[config.mk]
export PLATFORM = sky130hd
export DESIGN_NAME = apb_master_ctrl
export DESIGN_NICKNAME = d
export VERILOG_FILES = /design/src/rtl/apb_master_ctrl.sv
export SDC_FILE = /design/constraint.sdc
export NUM_CORES = 1
export LEC_CHECK = 0
export ABC_CLOCK_PERIOD_IN_PS = 2860
export CAP_MARGIN = 20
export CORE_AREA = 3 3 96 98
export CTS_BUF_LIST = sky130_fd_sc_hd__clkbuf_2
export CTS_CLUSTER_DIAMETER = 40
export CTS_CLUSTER_SIZE = 24
export DETAILED_ROUTE_END_ITERATION = 7
export DIE_AREA = 0 0 99 101
export DONT_BUFFER_PORTS = 1
export PLACE_DENSITY_LB_ADDON = 0.15
export SLEW_MARGIN = 10
export SYNTH_ARGS = -nofsm -noshare
export SYNTH_HDL_FRONTEND = slang
export SYNTH_SLANG_ARGS = --single-unit
[constraint.sdc]
create_clock -name PCLK -period 2.86 [get_ports PCLK]
set_clock_uncertainty 0.2 [all_clocks]
set_input_delay 0.715 -clock PCLK [delete_from_list [all_inputs] [get_ports PCLK]]
set_output_delay 0.715 -clock PCLK [all_outputs]
set_load 0.02 [all_outputs]
[src/rtl/apb_master_ctrl.sv]
// APB master sequencer: turns one upstream request into an APB SETUP/ACCESS
// transfer on one of up to 16 slaves and returns a single-cycle response.
// Wait states are bounded by an optional timeout. Addresses whose slave index
// is not populated are answered with an error and no APB activity.
module apb_master_ctrl #(
  parameter int NSLV      = 16,
  parameter int SLV_SHIFT = 12,
  parameter int TIMEOUT   = 255
) (
  input  logic        PCLK,
  input  logic        PRST,
  input  logic        REQ_VALID,
  output logic        REQ_READY,
  input  logic        REQ_WRITE,
  input  logic [31:0] REQ_ADDR,
  input  logic [31:0] REQ_WDATA,
  output logic        RSP_VALID,
  output logic [31:0] RSP_RDATA,
  output logic        RSP_ERR,
  output logic [15:0] PSEL,
  output logic        PENABLE,
  output logic        PWRITE,
  output logic [31:0] PADDR,
  output logic [31:0] PWDATA,
  input  logic [31:0] PRDATA,
  input  logic [15:0] PREADY,
  input  logic [15:0] PSLVERR
);

  typedef enum logic [1:0] {
    S_IDLE   = 2'd0,
    S_SETUP  = 2'd1,
    S_ACCESS = 2'd2,
    S_UNMAP  = 2'd3
  } state_t;

  localparam logic [4:0] NSLV_L = 5'(NSLV);
  localparam logic [7:0] TMO_L  = 8'(TIMEOUT);

  state_t      state_q, state_d;
  logic [3:0]  idx_q, idx_d;
  logic [7:0]  cnt_q, cnt_d;
  logic        req_ready_q, req_ready_d;
  logic        rsp_valid_q, rsp_valid_d;
  logic [31:0] rsp_rdata_q, rsp_rdata_d;
  logic        rsp_err_q, rsp_err_d;
  logic [15:0] psel_q, psel_d;
  logic        penable_q, penable_d;
  logic        pwrite_q, pwrite_d;
  logic [31:0] paddr_q, paddr_d;
  logic [31:0] pwdata_q, pwdata_d;

  logic [3:0]  req_idx;
  logic        accept;
  logic        req_mapped;
  logic        sel_ready;
  logic        sel_err;
  logic        tmo_hit;

  assign req_idx    = REQ_ADDR[SLV_SHIFT+3:SLV_SHIFT];
  // REQ_READY is only high in IDLE, so accept implies state_q == S_IDLE.
  assign accept     = REQ_VALID & req_ready_q;
  assign req_mapped = ({1'b0, req_idx} < NSLV_L);
  assign sel_ready  = PREADY[idx_q];
  assign sel_err    = PSLVERR[idx_q];
  assign tmo_hit    = (TMO_L != 8'd0) && (cnt_q == TMO_L);

  // State and registered outputs; reset drops any transfer in flight.
  always_ff @(posedge PCLK) begin
    if (PRST) begin
      state_q     <= S_IDLE;
      idx_q       <= 4'd0;
      cnt_q       <= 8'd0;
      req_ready_q <= 1'b1;
      rsp_valid_q <= 1'b0;
      rsp_rdata_q <= 32'd0;
      rsp_err_q   <= 1'b0;
      psel_q      <= 16'd0;
      penable_q   <= 1'b0;
      pwrite_q    <= 1'b0;
      paddr_q     <= 32'd0;
      pwdata_q    <= 32'd0;
    end else begin
      state_q     <= state_d;
      idx_q       <= idx_d;
      cnt_q       <= cnt_d;
      req_ready_q <= req_ready_d;
      rsp_valid_q <= rsp_valid_d;
      rsp_rdata_q <= rsp_rdata_d;
      rsp_err_q   <= rsp_err_d;
      psel_q      <= psel_d;
      penable_q   <= penable_d;
      pwrite_q    <= pwrite_d;
      paddr_q     <= paddr_d;
      pwdata_q    <= pwdata_d;
    end
  end

  // Next-state: unmapped requests skip the bus; ACCESS ends on ready or timeout.
  always_comb begin
    state_d = state_q;
    case (state_q)
      S_IDLE: begin
        if (accept) state_d = req_mapped ? S_SETUP : S_UNMAP;
      end
      S_SETUP:  state_d = S_ACCESS;
      S_ACCESS: begin
        if (sel_ready || tmo_hit) state_d = S_IDLE;
      end
      S_UNMAP:  state_d = S_IDLE;
      default:  state_d = S_IDLE;
    endcase
  end

  // Next values of the registered outputs, derived from the transition taken.
  always_comb begin
    idx_d       = idx_q;
    cnt_d       = cnt_q;
    req_ready_d = (state_d == S_IDLE);
    rsp_valid_d = 1'b0;
    rsp_rdata_d = rsp_rdata_q;
    rsp_err_d   = rsp_err_q;
    psel_d      = psel_q;
    penable_d   = penable_q;
    pwrite_d    = pwrite_q;
    paddr_d     = paddr_q;
    pwdata_d    = pwdata_q;
    case (state_q)
      S_IDLE: begin
        if (accept) begin
          if (req_mapped) begin
            // Address/control are loaded only for real transfers, so an
            // unmapped request leaves the APB bus completely untouched.
            idx_d     = req_idx;
            psel_d    = 16'd1 << req_idx;
            penable_d = 1'b0;
            pwrite_d  = REQ_WRITE;
            paddr_d   = REQ_ADDR;
            pwdata_d  = REQ_WDATA;
          end else begin
            // UNMAP presents its error response during its single cycle.
            rsp_valid_d = 1'b1;
            rsp_err_d   = 1'b1;
            rsp_rdata_d = 32'd0;
          end
        end
      end
      S_SETUP: begin
        penable_d = 1'b1;
        cnt_d     = 8'd0;
      end
      S_ACCESS: begin
        if (sel_ready) begin
          psel_d      = 16'd0;
          penable_d   = 1'b0;
          rsp_valid_d = 1'b1;
          rsp_err_d   = sel_err;
          rsp_rdata_d = pwrite_q ? 32'd0 : PRDATA;
        end else if (tmo_hit) begin
          psel_d      = 16'd0;
          penable_d   = 1'b0;
          rsp_valid_d = 1'b1;
          rsp_err_d   = 1'b1;
          rsp_rdata_d = 32'd0;
        end else begin
          // Saturate so a disabled timeout never sees the count wrap.
          cnt_d = (cnt_q == 8'hFF) ? cnt_q : cnt_q + 8'd1;
        end
      end
      default: ;
    endcase
  end

  assign REQ_READY = req_ready_q;
  assign RSP_VALID = rsp_valid_q;
  assign RSP_RDATA = rsp_rdata_q;
  assign RSP_ERR   = rsp_err_q;
  assign PSEL      = psel_q;
  assign PENABLE   = penable_q;
  assign PWRITE    = pwrite_q;
  assign PADDR     = paddr_q;
  assign PWDATA    = pwdata_q;

endmodule

==> metrics <==
Num CTS Buffers=17; initial antenna violation count=0; #FFs+latches synth=127; first-pass GRT wire length=20800 um; TritonCTS Sinks=127; Setup-failing EPs final=0; CORE AREA=8550 um^2; Synth Instances=520; WHS=0.152 ns; Ant. Diodes=0; Rel. slew slack=0.563; vias in the first global route=4101; crit-path cells=mux2i_1 > mux4_2 > a22o_1 > nor4_4 > buf_4 > a22o_1; post-route non-filler standard cell count=723; post-route ant nets=0; outcome=finished clean; H-tree Lvls=4; die area=10000 um^2; Startpoint Class=flip-flop; pwr dens=560 nW/um^2; worst-path maximum fanout=32; TritonCTS clock tree=done; DRC errors left=0; Fmax=382 MHz; Synth warnings=0; Post-Route WL=13500 um; RSZ-0062 raised after global routing=no; Worst Path Arrival=2.96 ns; Post-Layout Inst Area=6010 um^2; largest vdd supply drop=0.329 mV; TNS Setup=0 ns; highest cell delay on the worst timing path=0.67 ns; crit path kind=reg -> reg; placed wire-length estimate=8180 um; synth-to-layout area growth=24.5%; average vias per placed instance=5.81; commonest non-fill, non-tap cell in the layout=nand2_1; CTS Buffer Depth=2; # port buffers=0; Worst EP required=3.20 ns; # IOs=249; CP max-delay cell=dfxtp_1; wire per inst=18.7 um; hold crit path type=in -> reg; CTS Hold Bufs=97; drt pass-1 iters=4; WP buf/inv=1; post-layout net count=737; DR vias=4199; syn avg cell area=9.29 um^2; total gr overflow=0; GPL Wtd Cong=0.833; die width=99 um; sequential area share after synthesis=0.526; clk root buf=clkbuf_2; most frequent cells in the layout=141 x nand2_1, 127 x dfxtp_1, 97 x dlygate4sd3_1, 70 x a21oi_1, 33 x a22o_1; largest net degree at the start of global routing=94; placement row count=34; Synth Net Count=653; Starting Density=0.565; post-layout min period=2.62 ns; Post-DP Area=4850 um^2; post-CTS sizing=0; worst-skew pair later-pin latency=0.60 ns; FILL cells=653; post-synthesis instance area=4830 um^2; Least-Margin Pin Slew=0.655 ns; 1st-iter DRT viols=184; Unique masters post-synth=44; leakage=2.22 nW; Top Family by Delay on Critical Path=multiplexers; placed instance count=595; period utilization=0.915; maxcap violations=0; number of enable flip-flop cells after synthesis=0; die height=101 um; crit path capture type=flip-flop; count of pins over their slew limit=0; # Post-CTS Setup Buffers=0; final hold vios=0; layout cells sized above 1=0.0959; GRT Resource Usage Total=0.261; top_reg_cell synth=dfxtp_1; share of synthesized registers carrying an async set or reset=0; CP most frequent cell=a22o_1; CTS clk-pin slew, worst paths=0.18 ns
## cell type report
class                      count  area [um^2]  area share
clock buffer                  19         95.1      0.0158
clock inverter                11         71.3      0.0119
inverter                       3         11.3     0.00187
multi-input combinational    348         2070       0.344
sequential                   127         2540       0.423
tap                          108          135      0.0225
timing repair buffer         107         1090       0.181
## synthesized netlist by cell type, types with 2 or more instances
| master | number | share of area |
|---|---|---|
| a31o_2 | 4 | 0.0072 |
| dfxtp_1 | 127 | 0.53 |
| or4_1 | 3 | 0.0047 |
| nor2b_1 | 3 | 0.0039 |
| nor3_1 | 12 | 0.012 |
| or3_1 | 3 | 0.0039 |
| mux2_2 | 2 | 0.0047 |
| nand2b_1 | 6 | 0.0078 |
| a22o_1 | 33 | 0.060 |
| nor2_1 | 5 | 0.0039 |
| a21oi_1 | 70 | 0.073 |
| mux4_2 | 6 | 0.028 |
| clkbuf_1 | 26 | 0.020 |
| o211ai_1 | 3 | 0.0047 |
| nand4_1 | 3 | 0.0039 |
| buf_6 | 7 | 0.016 |
| a22oi_2 | 2 | 0.0052 |
| o31ai_1 | 3 | 0.0047 |
| buf_1 | 4 | 0.0031 |
| mux2i_1 | 9 | 0.019 |
| inv_1 | 3 | 0.0023 |
| a32o_1 | 4 | 0.0083 |
| nand3_1 | 4 | 0.0041 |
| a21boi_1 | 3 | 0.0047 |
| nor4_1 | 5 | 0.0065 |
| buf_2 | 5 | 0.0052 |
| nand2_1 | 141 | 0.11 |
| a31o_1 | 8 | 0.015 |
## logic make-up after synthesis
family | Yosys count | share of synthesized area
compound gates | 138 | 0.197
simple gates | 192 | 0.176
mux | 17 | 0.0513
fa+ha+maj | 1 | 0.00259
flops | 127 | 0.526
buf+inv | 45 | 0.0471
## sequential cells by signal, indices dropped and copies added, names as in the netlist
register   count
PADDR         29
PENABLE        1
PSEL          16
PWDATA        32
PWRITE         1
REQ_READY      1
RSP_ERR        1
RSP_RDATA     32
RSP_VALID      1
cnt_q          8
idx_q          3
state_q        2
## report_power, final
part           leakage (nW)  internal, mW  switching (mW)  total, mW
combinational          1.08         0.220           0.258      0.478
clock                 0.107         0.216           0.628      0.844
sequential             1.03          1.86           0.181       2.04
total                  2.22          2.30            1.07       3.37
## worst paths after layout
path	start	end	slack, ns	cells after the start
worst max-delay path	idx_q[2]	RSP_RDATA[11]	0.24	6
worst min-delay path	PRST	PSEL[1]	0.15	2
worst max register to register	idx_q[2]	RSP_RDATA[11]	0.24	6
worst min register to register	cnt_q[5]	cnt_q[5]	0.29	2
## layer usage
metal	GRT usage	vias up	part of all wire
met5	0	-	0
met4	0.0998	0	0.022
met3	0.113	25	0.10
met2	0.429	193	0.50
met1	0.302	1979	0.37
li1	-	2002	-
## worst register-to-register path, cell delays in order (launching register included)
cell and delay (ns):
dfxtp_1 0.67, mux2i_1 0.17, mux4_2 0.52, a22o_1 0.33, nor4_4 0.14, buf_4 0.35
a22o_1 0.19
## through the flow
stage               total power, mW  worst slack (ns)  utilization
global placement               2.41             0.221        0.567
CTS                            3.38             0.271        0.702
global route                   3.54            0.0898        0.703
detailed placement             2.42             0.152        0.567
floorplan                      2.36             0.394            -
finish                         3.37             0.242        0.703
No activity file was read; power rests on OpenSTA's default activity.
